$ cat config.mk
export PLATFORM = sky130hd
export DESIGN_NAME = seg7_scan_display
export DESIGN_NICKNAME = d
export VERILOG_FILES = /design/src/rtl/seg7_scan_display.sv
export SDC_FILE = /design/constraint.sdc
export NUM_CORES = 1
export LEC_CHECK = 0
export CAP_MARGIN = 20
export CORE_AREA = 8 8 93 95
export CTS_CLUSTER_DIAMETER = 150
export DETAILED_ROUTE_END_ITERATION = 8
export DIE_AREA = 0 0 101 103
export DONT_BUFFER_PORTS = 1
export PLACE_DENSITY = 0.8
export SLEW_MARGIN = 30
export SYNTH_ARGS = -nofsm -noshare
export SYNTH_HDL_FRONTEND = slang
export SYNTH_SLANG_ARGS = --single-unit
$ cat constraint.sdc
create_clock -name clk -period 3.7 [get_ports clk]
set_input_delay 0.555 -clock clk [delete_from_list [all_inputs] [get_ports clk]]
set_output_delay 0.555 -clock clk [all_outputs]
set_load 0.01 [all_outputs]
$ cat src/rtl/seg7_scan_display.sv
// Multiplexed seven-segment scanner: hex decode, dp, per-digit blanking, PWM dimming and
// an anode guard band; new content is accepted into a pending buffer and committed at frame wrap.
module seg7_scan_display #(
    parameter int unsigned NUM_DIGITS = 4,
    parameter int unsigned SCAN_DIV   = 50000,
    parameter int unsigned GUARD      = 2,
    parameter int unsigned DUTY_BITS  = 4,
    parameter int unsigned ACTIVE_LOW = 1
) (
    input  logic                      clk,
    input  logic                      rst,
    input  logic                      upd_valid,
    output logic                      upd_ready,
    input  logic [4*NUM_DIGITS-1:0]   upd_value,
    input  logic [NUM_DIGITS-1:0]     upd_dp,
    input  logic [NUM_DIGITS-1:0]     upd_blank,
    input  logic [DUTY_BITS-1:0]      brightness,
    output logic                      frame_start,
    output logic [NUM_DIGITS-1:0]     digi_an,
    output logic [7:0]                digi_seg
);

    localparam int unsigned DIV_W = (SCAN_DIV > 1) ? $clog2(SCAN_DIV) : 1;
    localparam int unsigned IDX_W = (NUM_DIGITS > 1) ? $clog2(NUM_DIGITS) : 1;
    localparam int unsigned VAL_W = 4 * NUM_DIGITS;
    localparam logic        INV   = (ACTIVE_LOW != 0);

    logic [DIV_W-1:0]      div_cnt;
    logic [IDX_W-1:0]      idx;
    logic [DUTY_BITS-1:0]  pwm_cnt;
    logic                  pending;
    logic [VAL_W-1:0]      pend_value, act_value;
    logic [NUM_DIGITS-1:0] pend_dp, act_dp;
    logic [NUM_DIGITS-1:0] pend_blank, act_blank;

    logic                  wrap_slot, wrap_frame, accept, commit, pending_nxt;
    logic                  pwm_on, lit;
    logic [3:0]            nibble;
    logic [6:0]            pat;
    logic [NUM_DIGITS-1:0] an_act;
    logic [7:0]            seg_act;

    // Scan timing and update handshake decisions
    always_comb begin
        wrap_slot   = (div_cnt == DIV_W'(SCAN_DIV - 1));
        wrap_frame  = wrap_slot && (idx == IDX_W'(NUM_DIGITS - 1));
        accept      = upd_valid && upd_ready;
        commit      = wrap_frame && pending;
        pending_nxt = pending;
        if (commit)
            pending_nxt = 1'b0;
        else if (accept)
            pending_nxt = 1'b1;
    end

    // Hex decode, active-high {g..a}
    always_comb begin
        nibble = act_value[{idx, 2'b00} +: 4];
        pat    = 7'h00;
        case (nibble)
            4'h0: pat = 7'h3F;
            4'h1: pat = 7'h06;
            4'h2: pat = 7'h5B;
            4'h3: pat = 7'h4F;
            4'h4: pat = 7'h66;
            4'h5: pat = 7'h6D;
            4'h6: pat = 7'h7D;
            4'h7: pat = 7'h07;
            4'h8: pat = 7'h7F;
            4'h9: pat = 7'h6F;
            4'hA: pat = 7'h77;
            4'hB: pat = 7'h7C;
            4'hC: pat = 7'h39;
            4'hD: pat = 7'h5E;
            4'hE: pat = 7'h79;
            default: pat = 7'h71;
        endcase
    end

    // Lit decision; everything dark outside the lit window
    always_comb begin
        pwm_on  = (brightness == {DUTY_BITS{1'b1}}) || (pwm_cnt < brightness);
        lit     = pwm_on && (div_cnt >= DIV_W'(GUARD)) && !act_blank[idx];
        an_act  = '0;
        seg_act = 8'h00;
        if (lit) begin
            an_act[idx] = 1'b1;
            seg_act     = {act_dp[idx], pat};
        end
    end

    always_ff @(posedge clk or posedge rst) begin
        if (rst) begin
            div_cnt     <= '0;
            idx         <= '0;
            pwm_cnt     <= '0;
            pending     <= 1'b0;
            pend_value  <= '0;
            pend_dp     <= '0;
            pend_blank  <= '1;
            act_value   <= '0;
            act_dp      <= '0;
            act_blank   <= '1;
            upd_ready   <= 1'b1;
            frame_start <= 1'b0;
            digi_an     <= {NUM_DIGITS{INV}};
            digi_seg    <= {8{INV}};
        end else begin
            pwm_cnt     <= pwm_cnt + DUTY_BITS'(1);
            div_cnt     <= wrap_slot ? '0 : div_cnt + DIV_W'(1);
            if (wrap_slot)
                idx <= wrap_frame ? '0 : idx + IDX_W'(1);
            frame_start <= wrap_frame;
            pending     <= pending_nxt;
            upd_ready   <= !pending_nxt;
            if (accept) begin
                pend_value <= upd_value;
                pend_dp    <= upd_dp;
                pend_blank <= upd_blank;
            end
            if (commit) begin
                act_value <= pend_value;
                act_dp    <= pend_dp;
                act_blank <= pend_blank;
            end
            digi_an  <= an_act ^ {NUM_DIGITS{INV}};
            digi_seg <= seg_act ^ {8{INV}};
        end
    end

endmodule

* After elaboration in Yosys (flattened, before gate mapping)
Memory sizes are Yosys's and may differ from the RTL's. Index checks and enable logic that the tools add are counted.
Word-level totals: word-level logic and storage cells 49, memory bits (read-only) 112, bits in registers 85, output and inout bits 14, memories kept 1, input bits 31
Memories:
- (no name shown) | depth 16, bits a word 7, rd ports 1, clocked after memory_dff 0, write ports 0, line 60 | case (nibble)
Operators by class: equality and inequality tests 3, multiplexer cells 12, bitwise operators 2, reductions and logical operators 9, shifts and indexed selects 1, $add $sub $neg 3, magnitude comparators 4
Operator list (count):
- 16-bit by 1-bit adder with 16-bit output (second input constant) | 1
- 16-bit == test (second input constant) | 1
- 16-bit by 2-bit greater-or-equal comparator with 1-bit output (second input constant) | 1
- 16-bit 2-to-1 mux | 1
- 16-bit by 5-bit variable part select with 4-bit output | 1
- 8-bit 2-to-1 mux | 1
- 8-bit inverter | 1
- 1-bit logical AND | 6
- 1-bit 2-to-1 mux | 5
- 4-bit by 1-bit adder with 4-bit output (second input constant) | 1
- 1-bit binary-select mux with 2-bit select | 2
- 4-bit == test (second input constant) | 1
- 4-bit less-than comparator | 1
- 4-bit 2-to-1 mux | 1
- 4-bit inverter | 1
- 2-bit by 3-bit less-than comparator with 1-bit output (second input constant) | 1
- 2-bit by 1-bit adder with 2-bit output (second input constant) | 1
- 1-bit demux with 2-bit select | 1
- 2-bit == test (second input constant) | 1
- 2-bit by 1-bit greater-or-equal comparator with 1-bit output (second input constant) | 1
- 1-bit zero test | 2
- 2-bit 2-to-1 mux | 1
- 1-bit logical OR | 1

* Depth between registers and ports, before layout
Gate-level depths: netlist of run 1.
depth in word-level cells 6, depth in mapped cells 8

* Least setup slack after synthesis of run 1
No wires, ideal clock.
kind register -> register, start point register div_cnt[1], end point register act_dp[0], data required time 3575 ps, path buffers 1, arrival time 1944 ps, setup slack 1632 ps, stages on the path, launching flop included 7, setup time 125 ps, cell sequence dfrtp_1 -> ha_1 -> nand3_2 -> or3_4 -> nor3_4 -> buf_6 -> mux2_2
On the way: longest elaborated chain between the ends 3
RTL lines:
- start, declared | line 28 | logic [DIV_W-1:0] div_cnt;
- start signal, assigned | line 110 | div_cnt <= wrap_slot ? '0 : div_cnt + DIV_W'(1);
- 16-bit == test | line 45 | wrap_slot = (div_cnt == DIV_W'(SCAN_DIV - 1));
- 1-bit logical AND | line 46 | wrap_frame = wrap_slot && (idx == IDX_W'(NUM_DIGITS - 1));
- 1-bit logical AND | line 48 | commit = wrap_frame && pending;
- end signal, assigned | line 123 | act_dp <= pend_dp;
- end, declared | line 33 | logic [NUM_DIGITS-1:0] pend_dp, act_dp;
Every way passes these cells. A chain may end at the register's enable or synchronous reset.

* Worst setup path after layout of run 1
start point register div_cnt[0], end point register idx[1]
On the way: longest elaborated chain between the ends 3
RTL lines:
- 16-bit == test * | line 45
- 1-bit logical AND | line 46
- 2-bit 2-to-1 mux | line 112 | idx <= wrap_frame ? '0 : idx + IDX_W'(1);
- end signal, assigned | line 112
- end, declared | line 29 | logic [IDX_W-1:0] idx;
Mark *: on every way between the ends. The rest lies on a longest branch, timed or not.

==> results of run 1 <==
power by group:
part	leakage, nW	switching [mW]	internal, mW	total [mW]
Clock	0.106	0.317	0.401	0.718
Sequential	1.05	0.0440	1.02	1.07
Combinational	0.721	0.0451	0.0660	0.111
worst max-delay path, cell delays in order (launching register included):
cell and delay, ns:
dfrtp_1 0.42, ha_1 0.23, nand3_2 0.18, or3_4 0.44, nor2_1 0.55, mux2_2 0.40
final timing paths:
check | startpoint | endpoint | slack (ns)
worst max-delay path | div_cnt[0] | idx[1] | 1.36
min in group clk | upd_value[13] | pend_value[13] | 0.34
worst max register to register | div_cnt[0] | idx[1] | 1.36
worst min-delay path | rst | act_value[5] | 0.18
worst min register to register | pwm_cnt[0] | pwm_cnt[0] | 0.49
max in group asynchronous | rst | digi_seg[7] | 2.70
metrics by stage:
stage	total power, mW	utilization
detailed placement	1.20	0.548
finish	1.90	0.580
global route	1.99	0.580
global placement	1.19	0.548
CTS	1.93	0.580
floorplan	1.16	-
flip-flops by register name, indices dropped and copies added, names as in the netlist, 8 cells and up:
register    count
act_value      16
digi_seg        8
div_cnt        16
pend_value     16
cells in the mapped netlist (7+ instances only):
cell,instances,share of area
dfrtp_1,64,0.42
dfstp_2,21,0.14
ha_1,15,0.049
inv_1,14,0.014
mux2_2,50,0.15
nand2_1,8,0.0079
nand3_1,16,0.021
nand4_1,8,0.013
nor2_1,17,0.017
nor3_1,7,0.0092
xnor2_1,10,0.023
xor2_1,7,0.016
routing by layer:
| layer | track usage | part of all wire | vias to the layer above |
|---|---|---|---|
| met5 | 0 | 0 | - |
| met4 | 0.0447 | 0.0053 | 0 |
| met3 | 0.0547 | 0.065 | 4 |
| met2 | 0.222 | 0.48 | 64 |
| met1 | 0.177 | 0.45 | 1087 |
| li1 | - | - | 1015 |
final cells by class:
type                       count  share of cell area
clock buffer                  11              0.0342
multi-input combinational    179               0.377
clock inverter                 5              0.0203
timing repair buffer           3             0.00544
sequential                    85               0.520
tap                           99              0.0299
inverter                      14              0.0130
kinds of logic (layout without fill, tap and decap cells):
| group | Yosys count | in the layout | share of synthesized area |
|---|---|---|---|
| flip-flops | 85 | 85 | 0.563 |
| AND/OR/NAND/NOR | 77 | 77 | 0.109 |
| multiplexers | 59 | 59 | 0.191 |
| buffers and inverters | 25 | 33 | 0.0291 |
| XOR/XNOR | 17 | 17 | 0.0390 |
| adder cells (fa/ha/maj) | 15 | 15 | 0.0491 |
| AO/OA/AOI/OAI | 11 | 11 | 0.0196 |
==> results by group, run 1 <==
Global routing
  • Initial antenna violation count: 0
  • GRT Util Overall: 0.142
  • Vias in the first global route: between 2000 and 2500
  • Grt ovf: 0
  • Wire length of the first global-routing pass: between 10 and 15 mm
  • Largest net degree at the start of global routing: 46

Worst hold path
  • Worst min path class: input pin to async pin

Clock tree
  • CTS clk-pin slew, worst paths: 0.08 ns
  • Clock Latency Late Sink: about 0.35 ns
  • Root buf cell: clkbuf_8
  • Post-CTS Setup Repair Bufs: 0
  • Worst-case clock buffer depth: 2
  • TritonCTS clock tree: built
  • Post-cts resize count: 0
  • CTS Hold Bufs: 0
  • TritonCTS Sinks: between 80 and 90
  • Inserted Clock Buffers: 9
  • H-Tree Depth: 3

Timing
  • Setup TNS Final: 0 ns
  • Tmin final: between 2 and 2.5 ns
  • Tcrit/Tclk final: 0.631
  • Slew Viols, Final: 0
  • Relative slew slack: 0.392
  • Setup ws final: ~1.4 ns
  • Maximum clock frequency: between 400 and 500 MHz
  • RSZ-0062 raised after global routing: no
  • Clock Skews: approximately 0.011 ns
  • Final setup vio count: 0
  • Hold WS: roughly 0.18 ns
  • Final Hold Violating Endpoints: 0
  • Worst Tran Pin Value: 0.907 ns

Layout
  • Most frequent cells in the layout: dfrtp_1, mux2_2, dfstp_2, nor2_1, nand3_1
  • Sequential cell area: between 2000 and 2500 µm²
  • Share of cells above drive strength 1: 0.347
  • Design area: between 4000 and 5000 µm²
  • Area Growth Syn to Fin: 8.28%
  • Final #Nets: about 340
  • Area of the multi-input gates: 1560 µm²
  • Non-Filler Instances: around 400
  • Commonest non-fill, non-tap cell in the layout: dfrtp_1
  • FILL cells: 598
  • Antenna diodes: 0

Setup path
  • WS Path Type: flop to flop
  • CP Capture Type: flop
  • R2R depth: 5
  • Startpoint Class: flop
  • Worst Path Required: ~4 ns
  • Max FO, Critical Path: 11
  • Crit path arrival time: roughly 2.6 ns

Die
  • Ports: 45
  • Die width: slightly above 100 µm
  • Die Y: slightly above 100 µm
  • Core area: 7140 µm²
  • Rows: 31
  • Die ar.: about 10000 µm²
  • Initial core utilization: 0.536

Yosys
  • Ys async rst share: 1.00
  • Post-synth top flop: dfrtp_1
  • Synth Register Bits: 85
  • Yosys cell types: 36
  • EDFF count, synth: 0
  • Avg Cell Area, Syn: 13.2 µm²
  • Yosys warnings: 0
  • Post-Syn Instances: just under 300
  • Syn nets: about 340
  • Sequential cell area fraction in the yosys report: 0.563
  • Netlist Area Pre-Place: about 3800 µm²

Pwr
  • Worst VDD drop: between 0.0003 and 0.0004 V
  • Leak: roughly 1.9 nW
  • Pwr per Cell Area: 458 nW/µm²

Drt
  • Wire per inst: roughly 17 µm
  • Initial DRC count: 105
  • Routed Antenna Nets: 0
  • Vias: between 2000 and 2500
  • WL final: 6.57 mm
  • Number of vias per cell: roughly 5.5
  • Drt pass-1 iters: 4
  • DRC: 0

Placement
  • HPWL Detailed: around 4.8 mm
  • Routability cong.: 0.794
  • Placed insts: between 300 and 400
  • PortBufs: 0
  • Worst slack, placed: roughly 1.4 ns
  • Post-placement cell area: 3910 µm²

Run status
  • Status: finished clean

Run
  • Max-Cap Viols: 0
Note: power is estimated with default switching activity, not from simulation.
==> inputs of run 2 (changes only) <==
--- a/config.mk
+++ b/config.mk
@@ -11,7 +11,7 @@
 export DETAILED_ROUTE_END_ITERATION = 8
 export DIE_AREA = 0 0 101 103
 export DONT_BUFFER_PORTS = 1
-export PLACE_DENSITY = 0.8
+export PLACE_DENSITY = 0.82
 export SLEW_MARGIN = 30
 export SYNTH_ARGS = -nofsm -noshare
 export SYNTH_HDL_FRONTEND = slang
==> constraint.sdc (replaced) <==
create_clock -name clk -period 2 [get_ports clk]
set_input_delay 0.3 -clock clk [delete_from_list [all_inputs] [get_ports clk]]
set_output_delay 0.3 -clock clk [all_outputs]
set_load 0.01 [all_outputs]
==> results by group, run 2 (synthesis gave the netlist of run 1 again) <==
Run
  • Max-Cap Viols: 0 (unchanged)

Layout
  • Final #Nets: 350 (+3.6%)
  • Antenna diodes: 0 (unchanged)
  • Most frequent cells in the layout: dfrtp_1, mux2_2, dfstp_2, nor2_1, nand3_1
  • Commonest non-fill, non-tap cell in the layout: dfrtp_1
  • Area Growth Syn to Fin: 11.8%
  • Post-layout util: 0.599 (+0.0189)
  • Non-Filler Instances: 408 (+3.0%)
  • Share of cells above drive strength 1: 0.372 (+0.0254)
  • Largest registers: act_value x16, div_cnt x16, pend_value x16

Clock tree
  • Worst-case clock buffer depth: 2 (unchanged)
  • Inserted Clock Buffers: 9 (unchanged)
  • CTS clk-pin slew, worst paths: 0.08 ns (about the same)
  • TritonCTS clock tree: built
  • Clock Latency Late Sink: 0.35 ns (about the same)
  • H-Tree Depth: 3 (unchanged)
  • Root buf cell: clkbuf_8
  • TritonCTS Sinks: 85 (unchanged)

Die
  • Rows: 31 (unchanged)
  • Ports: 45 (unchanged)
  • Die Y: 103 µm (unchanged)
  • Die ar.: 10400 µm² (unchanged)
  • Core area: 7140 µm² (unchanged)
  • Initial core utilization: 0.536 (unchanged)
  • Die width: 101 µm (unchanged)

Timing
  • Slew Viols, Final: 0 (unchanged)
  • Maximum clock frequency: 524 MHz (+22%)
  • Tmin final: 1.91 ns (-0.428 ns)
  • Worst Tran Pin Value: 0.790 ns (-0.118 ns)
  • Relative slew slack: 0.471 (+0.0788)
  • RSZ-0062 raised after global routing: no
  • Setup ws final: 0.0919 ns (-1.27 ns)
  • Clock Skews: 0.0114 ns (+0.00000580 ns)
  • Final setup vio count: 0 (unchanged)
  • Tcrit/Tclk final: 0.954 (+0.323)
  • Final Hold Violating Endpoints: 0 (unchanged)

Setup path
  • R2R Path Start: idx[0]
  • CP Capture Type: flop
  • CP Launch Point: idx[0]
  • WS Path Type: flop to flop
  • Startpoint Class: flop
  • Max FO, Critical Path: 6 (-5)
  • Worst Path Required: 2.23 ns (-1.71 ns)
  • CP Cell Sequence: mux4_2 > ha_1 > mux2_2 > mux2i_1 > nand3_1
  • Crit-path slowest cell: mux4_2
  • Worst path max stage delay: 0.59 ns (+0.04 ns)
  • Crit path arrival time: 2.13 ns (-0.44 ns)

Global routing
  • Met1 usage: 0.179 (+0.00205)
  • Wire length of the first global-routing pass: 11.6 mm (+3.4%)
  • Initial antenna violation count: 0 (unchanged)
  • Grt met3 use: 0.0486 (-0.00608)
  • GRT Util Overall: 0.144 (+0.00245)
  • Grt ovf: 0 (unchanged)
  • Most used routing layer: met2
  • Met2 global-route usage: 0.226 (+0.00357)
  • Vias in the first global route: 2344 (+2.6%)
  • Largest net degree at the start of global routing: 86 (+87%)

Drt
  • WL final: 6.99 mm (+6.3%)
  • Drt pass-1 iters: 4 (unchanged)
  • DRC: 0 (unchanged)
  • Wire per inst: 17.1 µm (+3.2%)
  • Routed Antenna Nets: 0 (unchanged)
  • Number of vias per cell: 5.50 (+0.32%)
  • Vias: 2243 (+3.4%)
  • Initial DRC count: 68 (-35%)

Pwr
  • Pwr per Cell Area: 788 nW/µm² (+72%)
  • Leak: 1.93 nW (+2.8%)
  • Total power: 3.37 mW (+77%)
  • Worst VDD drop: 0.000584 V (+61%)

Placement
  • HPWL Detailed: 4.86 mm (+1.6%)
  • Routability cong.: 0.816 (+2.7%)
  • Worst slack, placed: 0.0712 ns (-1.33 ns)
  • PortBufs: 0 (unchanged)
  • Placed insts: 389 (+2.4%)

Worst hold path
  • Worst min path class: input pin to flop
  • Hold Path Origin: upd_dp[2]

Run status
  • Status: finished clean
[run 2: cell count changes in the layout (fill, tap and decap cells not counted), moves of 2 or more]
cell,delta
buf_12,+2
dfrtp_2,+2
dfrtp_1,-2
buf_4,+8
ha_1,-2
[run 2: area by class of cell]
| class | count | area, µm² |
|---|---|---|
| fillers | 595 | 2860 |
| flip-flops and latches | 85 | 2160 |
| multi-input cells | 180 | 1610 |
| clock buffers | 12 | 145 |
| repair buffers | 14 | 133 |
| well taps | 99 | 124 |
| inverters | 14 | 56.3 |
| clock inverters | 4 | 50.0 |
[run 2: path summary, 6_finish.rpt]
kind	end	depth (start not counted)	slack, ns
worst max-delay path	digi_seg[3]	5	0.09
max in group asynchronous	act_blank[1]	3	1.08
worst min register to register	pwm_cnt[0]	1	0.48
worst max register to register	digi_seg[3]	5	0.09
worst min-delay path	pend_dp[2]	1	0.1
min in group asynchronous	div_cnt[1]	3	0.52
[run 2: where the power goes]
part,total (mW),switching (mW),internal (mW)
Sequential,1.98,0.0856,1.90
Combinational,0.209,0.0829,0.126
Clock,1.18,0.566,0.610
Total,3.37,0.734,2.63
[run 2: timing repair]
item                       4_1_cts  5_1_grt
buffers inserted                 0        1
hold endpoints to repair        64        0
setup endpoints to repair        0        3
hold buffers                     1        0
resized for setup                0        3
[run 2: metal layers]
layer	wire length, µm	part of all wire
met2	3230	0.46
met1	3140	0.45
met5	0	0
met4	159	0.023
met3	461	0.066
[run 2: critical path, delay by kind of cell, from the launching register on]
family	cells	cell delay, ns
fa+ha+maj	1	0.27
flops	1	0.41
mux	3	1.00
simple gates	1	0.10
[run 2: metrics by stage]
step | hold WS (ns) | TNS (ns) | cell area (µm²)
after global placement | 0.327 | 0 | 4030
after detailed placement | 0.332 | 0 | 4030
final | 0.0975 | 0 | 4270
after global routing | 0.0742 | 0 | 4270
after floorplan | 0.443 | -0.234 | 3850
after CTS | 0.0815 | 0 | 4240
